==> config.mk <==
export PLATFORM = sky130hd
export DESIGN_NAME = timer_sequencer
export DESIGN_NICKNAME = d
export VERILOG_FILES = /design/src/rtl/stopwatch_pkg.sv /design/src/rtl/alarm_timer.sv /design/src/rtl/timer_sequencer.sv
export SDC_FILE = /design/constraint.sdc
export NUM_CORES = 1
export LEC_CHECK = 0
export ABC_AREA = 1
export CAP_MARGIN = 20
export CORE_MARGIN = 2
export CORE_UTILIZATION = 50
export DETAILED_ROUTE_END_ITERATION = 6
export GPL_TIMING_DRIVEN = 0
export MAX_ROUTING_LAYER = met4
export PLACE_DENSITY = 0.79
export SLEW_MARGIN = 10
export SYNTH_ARGS = -nofsm -noshare
export SYNTH_HDL_FRONTEND = slang
export SYNTH_HIERARCHICAL = 1
export SYNTH_SLANG_ARGS = --single-unit
==> constraint.sdc <==
create_clock -name clk -period 2.8 [get_ports clk]
set_clock_uncertainty 0.15 [all_clocks]
set_input_delay 0.7 -clock clk [delete_from_list [all_inputs] [get_ports clk]]
set_output_delay 0.7 -clock clk [all_outputs]
set_load 0.01 [all_outputs]
==> src/rtl/stopwatch_pkg.sv <==
// Shared types and constants for the stopwatch sequencer: state encoding,
// button decode, BCD digit maxima and the 9:59.9 count-up limit.
package stopwatch_pkg;

    typedef enum logic [2:0] {
        ST_IDLE  = 3'd0,
        ST_EDIT  = 3'd1,
        ST_ARMED = 3'd2,
        ST_RUN   = 3'd3,
        ST_PAUSE = 3'd4,
        ST_ALARM = 3'd5
    } state_t;

    typedef enum logic [2:0] {
        BTN_NONE  = 3'd0,
        BTN_CLEAR = 3'd1,
        BTN_SET   = 3'd2,
        BTN_GO    = 3'd3,
        BTN_INC   = 3'd4
    } btn_t;

    localparam logic [1:0] SEL_MIN = 2'd0;
    localparam logic [1:0] SEL_ST  = 2'd1;
    localparam logic [1:0] SEL_SU  = 2'd2;

    localparam logic [3:0] MIN_MAX = 4'd9;
    localparam logic [3:0] ST_MAX  = 4'd5;
    localparam logic [3:0] SU_MAX  = 4'd9;

    localparam logic [3:0] LIMIT_MIN    = 4'd9;
    localparam logic [3:0] LIMIT_ST     = 4'd5;
    localparam logic [3:0] LIMIT_SU     = 4'd9;
    localparam logic [3:0] LIMIT_TENTHS = 4'd9;

    function automatic logic [3:0] bcd_wrap_inc(input logic [3:0] d, input logic [3:0] dmax);
        return (d >= dmax) ? 4'd0 : d + 4'd1;
    endfunction

endpackage

==> src/rtl/alarm_timer.sv <==
// Alarm duration and blink counters: alarm starts high on start, toggles every
// BLINK_TICKS ticks, and done fires on the ALARM_TICKS-th tick.
module alarm_timer #(
    parameter int ALARM_TICKS = 100,
    parameter int BLINK_TICKS = 5
) (
    input  logic clk,
    input  logic rst,
    input  logic start,
    input  logic abort,
    input  logic tick,
    output logic alarm,
    output logic done
);

    localparam int AW = $clog2(ALARM_TICKS + 1);
    localparam int BW = $clog2(BLINK_TICKS + 1);

    logic          active;
    logic [AW-1:0] alarm_cnt;
    logic [BW-1:0] blink_cnt;

    assign done = active && tick && (alarm_cnt == AW'(ALARM_TICKS - 1));

    always_ff @(posedge clk) begin
        if (rst || abort) begin
            active    <= 1'b0;
            alarm     <= 1'b0;
            alarm_cnt <= '0;
            blink_cnt <= '0;
        end else if (start) begin
            active    <= 1'b1;
            alarm     <= 1'b1;
            alarm_cnt <= '0;
            blink_cnt <= '0;
        end else if (active && tick) begin
            alarm_cnt <= alarm_cnt + AW'(1);
            if (blink_cnt == BW'(BLINK_TICKS - 1)) begin
                blink_cnt <= '0;
                alarm     <= ~alarm;
            end else begin
                blink_cnt <= blink_cnt + BW'(1);
            end
        end
    end

endmodule

==> src/rtl/timer_sequencer.sv <==
// Stopwatch/timer control FSM: decodes buttons, edits the BCD preset and
// issues registered one-cycle commands to the stopwatch datapath.
module timer_sequencer
    import stopwatch_pkg::*;
#(
    parameter int ALARM_TICKS = 100,
    parameter int BLINK_TICKS = 5
) (
    input  logic       clk,
    input  logic       rst,
    input  logic       tick_100ms,
    input  logic       go_btn,
    input  logic       set_btn,
    input  logic       inc_btn,
    input  logic       clear_btn,
    input  logic [3:0] digit_min,
    input  logic [3:0] digit_st,
    input  logic [3:0] digit_su,
    input  logic [3:0] digit_tenths,
    output logic       start_pulse,
    output logic       stop_pulse,
    output logic       clear_pulse,
    output logic       load_pulse,
    output logic       count_down,
    output logic [3:0] preset_min,
    output logic [3:0] preset_st,
    output logic [3:0] preset_su,
    output logic [1:0] edit_sel,
    output logic       edit_active,
    output logic       alarm,
    output logic       ovf,
    output logic [2:0] state
);

    state_t     state_q, state_nx;
    btn_t       btn;
    logic [3:0] pre_min_nx, pre_st_nx, pre_su_nx;
    logic [1:0] sel_nx;
    logic       cd_nx, ovf_nx;
    logic       start_nx, stop_nx, clear_nx, load_nx;
    logic       preset_zero, at_zero, at_limit;
    logic       alarm_start, alarm_abort, alarm_done;

    assign state       = state_q;
    assign edit_active = (state_q == ST_EDIT);

    assign preset_zero = (preset_min == 4'd0) && (preset_st == 4'd0) && (preset_su == 4'd0);
    assign at_zero     = (digit_min == 4'd0) && (digit_st == 4'd0) &&
                         (digit_su == 4'd0) && (digit_tenths == 4'd0);
    assign at_limit    = (digit_min == LIMIT_MIN) && (digit_st == LIMIT_ST) &&
                         (digit_su == LIMIT_SU) && (digit_tenths == LIMIT_TENTHS);

    // Only the highest-priority pressed button is considered in a cycle.
    always_comb begin
        btn = BTN_NONE;
        if (clear_btn)    btn = BTN_CLEAR;
        else if (set_btn) btn = BTN_SET;
        else if (go_btn)  btn = BTN_GO;
        else if (inc_btn) btn = BTN_INC;
    end

    always_comb begin
        state_nx   = state_q;
        pre_min_nx = preset_min;
        pre_st_nx  = preset_st;
        pre_su_nx  = preset_su;
        sel_nx     = edit_sel;
        cd_nx      = count_down;
        ovf_nx     = ovf;
        start_nx   = 1'b0;
        stop_nx    = 1'b0;
        clear_nx   = 1'b0;
        load_nx    = 1'b0;

        case (state_q)
            ST_IDLE: begin
                if (btn == BTN_GO) begin
                    state_nx = ST_RUN;
                    cd_nx    = 1'b0;
                    start_nx = 1'b1;
                end else if (btn == BTN_SET) begin
                    state_nx = ST_EDIT;
                    sel_nx   = SEL_MIN;
                end
            end
            ST_EDIT: begin
                case (btn)
                    BTN_CLEAR: begin
                        pre_min_nx = 4'd0;
                        pre_st_nx  = 4'd0;
                        pre_su_nx  = 4'd0;
                        sel_nx     = SEL_MIN;
                        state_nx   = ST_IDLE;
                    end
                    BTN_SET: begin
                        if (edit_sel == SEL_SU) begin
                            load_nx  = 1'b1;
                            cd_nx    = 1'b1;
                            sel_nx   = SEL_MIN;
                            state_nx = ST_ARMED;
                        end else begin
                            sel_nx = edit_sel + 2'd1;
                        end
                    end
                    BTN_INC: begin
                        case (edit_sel)
                            SEL_MIN: pre_min_nx = bcd_wrap_inc(preset_min, MIN_MAX);
                            SEL_ST:  pre_st_nx  = bcd_wrap_inc(preset_st, ST_MAX);
                            default: pre_su_nx  = bcd_wrap_inc(preset_su, SU_MAX);
                        endcase
                    end
                    default: ;
                endcase
            end
            ST_ARMED: begin
                if (btn == BTN_CLEAR) begin
                    clear_nx = 1'b1;
                    cd_nx    = 1'b0;
                    state_nx = ST_IDLE;
                end else if (btn == BTN_GO && !preset_zero) begin
                    start_nx = 1'b1;
                    state_nx = ST_RUN;
                end
            end
            ST_RUN: begin
                // Terminal conditions only apply when no button is acted on.
                if (btn == BTN_CLEAR) begin
                    stop_nx  = 1'b1;
                    clear_nx = 1'b1;
                    ovf_nx   = 1'b0;
                    cd_nx    = 1'b0;
                    state_nx = ST_IDLE;
                end else if (btn == BTN_GO) begin
                    stop_nx  = 1'b1;
                    state_nx = ST_PAUSE;
                end else if (count_down && at_zero) begin
                    stop_nx  = 1'b1;
                    state_nx = ST_ALARM;
                end else if (!count_down && at_limit) begin
                    stop_nx  = 1'b1;
                    ovf_nx   = 1'b1;
                    state_nx = ST_PAUSE;
                end
            end
            ST_PAUSE: begin
                if (btn == BTN_CLEAR) begin
                    clear_nx = 1'b1;
                    ovf_nx   = 1'b0;
                    cd_nx    = 1'b0;
                    state_nx = ST_IDLE;
                end else if (btn == BTN_GO && !ovf) begin
                    start_nx = 1'b1;
                    state_nx = ST_RUN;
                end
            end
            ST_ALARM: begin
                if (btn != BTN_NONE || alarm_done) begin
                    clear_nx = 1'b1;
                    state_nx = ST_IDLE;
                end
            end
            default: state_nx = ST_IDLE;
        endcase
    end

    assign alarm_start = (state_nx == ST_ALARM) && (state_q != ST_ALARM);
    assign alarm_abort = (state_q == ST_ALARM) && (state_nx != ST_ALARM);

    always_ff @(posedge clk) begin
        if (rst) begin
            state_q     <= ST_IDLE;
            preset_min  <= 4'd0;
            preset_st   <= 4'd0;
            preset_su   <= 4'd0;
            edit_sel    <= SEL_MIN;
            count_down  <= 1'b0;
            ovf         <= 1'b0;
            start_pulse <= 1'b0;
            stop_pulse  <= 1'b0;
            clear_pulse <= 1'b0;
            load_pulse  <= 1'b0;
        end else begin
            state_q     <= state_nx;
            preset_min  <= pre_min_nx;
            preset_st   <= pre_st_nx;
            preset_su   <= pre_su_nx;
            edit_sel    <= sel_nx;
            count_down  <= cd_nx;
            ovf         <= ovf_nx;
            start_pulse <= start_nx;
            stop_pulse  <= stop_nx;
            clear_pulse <= clear_nx;
            load_pulse  <= load_nx;
        end
    end

    alarm_timer #(
        .ALARM_TICKS (ALARM_TICKS),
        .BLINK_TICKS (BLINK_TICKS)
    ) u_alarm_timer (
        .clk   (clk),
        .rst   (rst),
        .start (alarm_start),
        .abort (alarm_abort),
        .tick  (tick_100ms),
        .alarm (alarm),
        .done  (alarm_done)
    );

endmodule
==> out/qor.yml, run 1 <==
power_and_ir_drop:
  pwr_density_cell_mw_per_mm2: 395
  internal-power_mw: 0.852
  combPwrFrac_pct: 15.5
  sw_frac_of_total_pct: 25.3
  pwr-share-clk_pct: 38.8
  seq_power_share_pct: 45.6
  p_leak_nw: 1.23
  peakVddDrop_mv: 0.293
  p_sw_mw: 0.289
flow_run:
  cap_violations: 0
route:
  drtAntennaViolNets: 0
  wirelength_um: 5210
  dr.pass1.iters: 4
  routed-via-count: 2247
  route.detailed.drc: 0
  dr.first_iter.drc_count: 192
  routedWlPerCell_um: 11.8
  drt-vias-per-instance: 5.11
grt:
  grt_max_degree: 11
  grt_first_pass_wirelength_um: 8800
  antenna_found_initial: 0
  grt-ovfl-total: 0
  grtUsageTotal_pct: 22.6
  grt_pass1_vias: 2063
logic_synthesis:
  synth_top_area_cell: "dfxtp_1"
  syn_area_per_cell_um2: 6.60
  synth.distinct_cells: 32
  synth_common_cells: "nand2_1 (66), nor2_1 (53), inv_1 (49)"
  synth_top_family_by_area: "simple AND/OR/NAND/NOR gates"
  synth_edf_count: 0
  synth_nets: 370
  synth.most_common_cell: "nand2_1"
  synth_seq_cells: 35
  synthXorXnorAreaFrac_pct: 0
  yosys.area_share.simple_pct: 37.1
  synth_warnings: 6
  ys.flop_type: "dfxtp_1"
  synth_mux_area_share_pct: 0
  synth_compound_gate_area_share_pct: 11.8
  synth.cell_area_mm2: 0.00220
  synthAdderAreaFrac_pct: 7.97
  seq_area_frac_synth_pct: 31.9
  synth_top_area_share_pct: 31.9
  synth_area_leaders: "dfxtp_1 (32%), nand2_1 (11%), nor2_1 (9.0%)"
  async_flop_share_pct: 0
  synth_cells: 333
clock_tree:
  cts_max_level: 2
  clkLatencyLatePin_ns: 0.29
  cts_tree: "built"
  root_buffer: "clkbuf_8"
  postCtsHoldBufs: 0
  path_clk_slew_ns: 0.07
  numCtsBuffers: 5
  clockBufferDepth: 2
  clkSinkCount: 35
setup_path:
  cp-end-kind: "flop"
  rrSetupSlack_ns: 0.53
  cp_cell_sequence: "clkdlybuf4s50_1, nand2_2, buf_6, nor4_4, nor2_1, nand3_1, nor2_1, nor2_1, nand2_1, nor2_2, nand2_1, nand3_2, nor2_4, inv_1, nand2_1, nand3_1, a21oi_2"
  cp-start-kind: "primary input"
  crit_fanout: 10
  path_class: "in -> reg"
  worstPathArrival_ns: 2.76
  required_ns: 2.87
  cpPeakStageDelay_ns: 0.41
  critPathSlowestCell: "clkdlybuf4s50_1"
timing:
  slew_headroom_pct: 70.3
  rsz0062_at_grt: "true"
  max_freq_mhz: 373
  hold_viol: 0
  tightestPinTransition_ns: 0.445
  final.min_clock_period_ns: 2.68
  setup_violations: 0
  finalCritPeriodShare_pct: 95.7
  slew_violations: 0
die:
  fp.dieH_um: 70.3
  io_pins: 48
  initial_core_util_pct: 51.2
  die_w_um: 70.3
  dieArea_mm2: 0.00494
  rows: 24
  core_region_area_mm2: 0.00429
cells_and_area:
  nets: 425
  layout.cells.non_filler: 440
  syn2layout_area_growth_pct: 31.2
  layout-drive-gt1-share_pct: 10.6
  diodes: 0
  n_fill_cell: 411
  utilization_pct: 67.2
place:
  port_buffers: 47
  dp_hpwl_um: 3990
  place_congestion: 0.933
  place_inst: 432
hold_path:
  min_path_type: "reg -> reg"
outcome:
  status: "complete, no violations"
## power groups by stage
stage | logic, mW | registers [mW] | clock network (mW)
floorplan | 0.0918 | 0.534 | 0
global placement | 0.169 | 0.532 | 0
detailed placement | 0.173 | 0.532 | 0
CTS | 0.174 | 0.521 | 0.448
global route | 0.199 | 0.523 | 0.468
finish | 0.177 | 0.520 | 0.443
## worst paths after layout
kind / startpoint / end / cells after the start
min: u_alarm_timer/blink_cnt[1] / u_alarm_timer/blink_cnt[1] / 2
max reg2reg: preset_min[0] / u_alarm_timer/alarm / 15
max: tick_100ms / u_alarm_timer/alarm / 17
min reg2reg: u_alarm_timer/blink_cnt[1] / u_alarm_timer/blink_cnt[1] / 2
## area by class of cell
| type | count | area (um2) | area share [%] |
|---|---|---|---|
| tap | 52 | 65.1 | 2.25 |
| multi-input combinational | 236 | 1290 | 44.7 |
| clock inverter | 1 | 30.0 | 1.04 |
| timing repair buffer | 48 | 480 | 16.7 |
| sequential | 35 | 701 | 24.3 |
| inverter | 58 | 220 | 7.63 |
| buffer | 4 | 27.5 | 0.954 |
| clock buffer | 6 | 72.6 | 2.52 |
## what timing repair did
action / 4_1_cts / 5_1_grt
setup endpoints to repair: 0 / 11
setup buffers: 0 / 1
gates resized for setup: 0 / 9
## cell families (layout without fill, tap and decap cells)
group                    after synthesis  after routing
AND/OR/NAND/NOR                      175            175
buffers and inverters                 62            117
AO/OA/AOI/OAI                         47             47
flip-flops                            35             35
adder cells (fa/ha/maj)               14             14
## registers in the layout (all words and copies together), names as in the netlist
| signal | cells |
|---|---|
| clear_pulse | 1 |
| count_down | 1 |
| edit_sel | 2 |
| load_pulse | 1 |
| ovf | 1 |
| preset_min | 4 |
| preset_st | 4 |
| preset_su | 4 |
| start_pulse | 1 |
| state | 3 |
| stop_pulse | 1 |
| u_alarm_timer/active | 1 |
| u_alarm_timer/alarm | 1 |
| u_alarm_timer/alarm_cnt | 7 |
| u_alarm_timer/blink_cnt | 3 |
## layer usage
layer	global-route usage (%)	routed length, um	vias to the layer above
met5	-	0	-
met4	9.62	127	0
met3	4.33	300	12
met2	37.5	2550	66
met1	26.6	2240	1006
li1	-	-	1163
## through the flow
stage	setup slack, ns	TNS (ns)	cell area [um2]	hold WS [ns]	total power, mW
after floorplan	0.449	0	2200	0.301	0.625
after global placement	-0.237	-2.05	2730	0.317	0.701
after detailed placement	-0.263	-2.35	2730	0.325	0.705
after CTS	0.00287	0	2840	0.334	1.14
after global routing	-0.0454	-0.123	2890	0.360	1.19
final	0.119	0	2890	0.333	1.14
## layout by cell type (no fill, tap or decap), types with 3 or more instances in the layout
cell             count
nor2_2               5
o21ai_1              5
inv_1               49
dfxtp_1             35
a211oi_1             3
clkbuf_8             5
clkdlybuf4s50_1     46
nand3_2              3
nor2_4               4
nor3_1               6
nand2_1             66
nor2_1              51
a21oi_1             25
inv_2                7
nand3_1             24
o21ai_0             10
ha_1                14
nand2_2              3
nand4_1              5
## critical path: cells and delay by family
family	cells	cell delay (ns)
buf+inv	3	0.66
compound gates	1	0.14
simple gates	13	1.26
Note: power is estimated with default switching activity, not from simulation.
==> run 2, diff against run 1 <==
--- a/config.mk
+++ b/config.mk
@@ -13,7 +13,7 @@
 export GPL_TIMING_DRIVEN = 0
 export MAX_ROUTING_LAYER = met4
 export PLACE_DENSITY = 0.79
-export SLEW_MARGIN = 10
+export SLEW_MARGIN = 20
 export SYNTH_ARGS = -nofsm -noshare
 export SYNTH_HDL_FRONTEND = slang
 export SYNTH_HIERARCHICAL = 1
==> results of run 2 <==
Same layout as run 1: the final DEF is identical, and so are final timing and power.
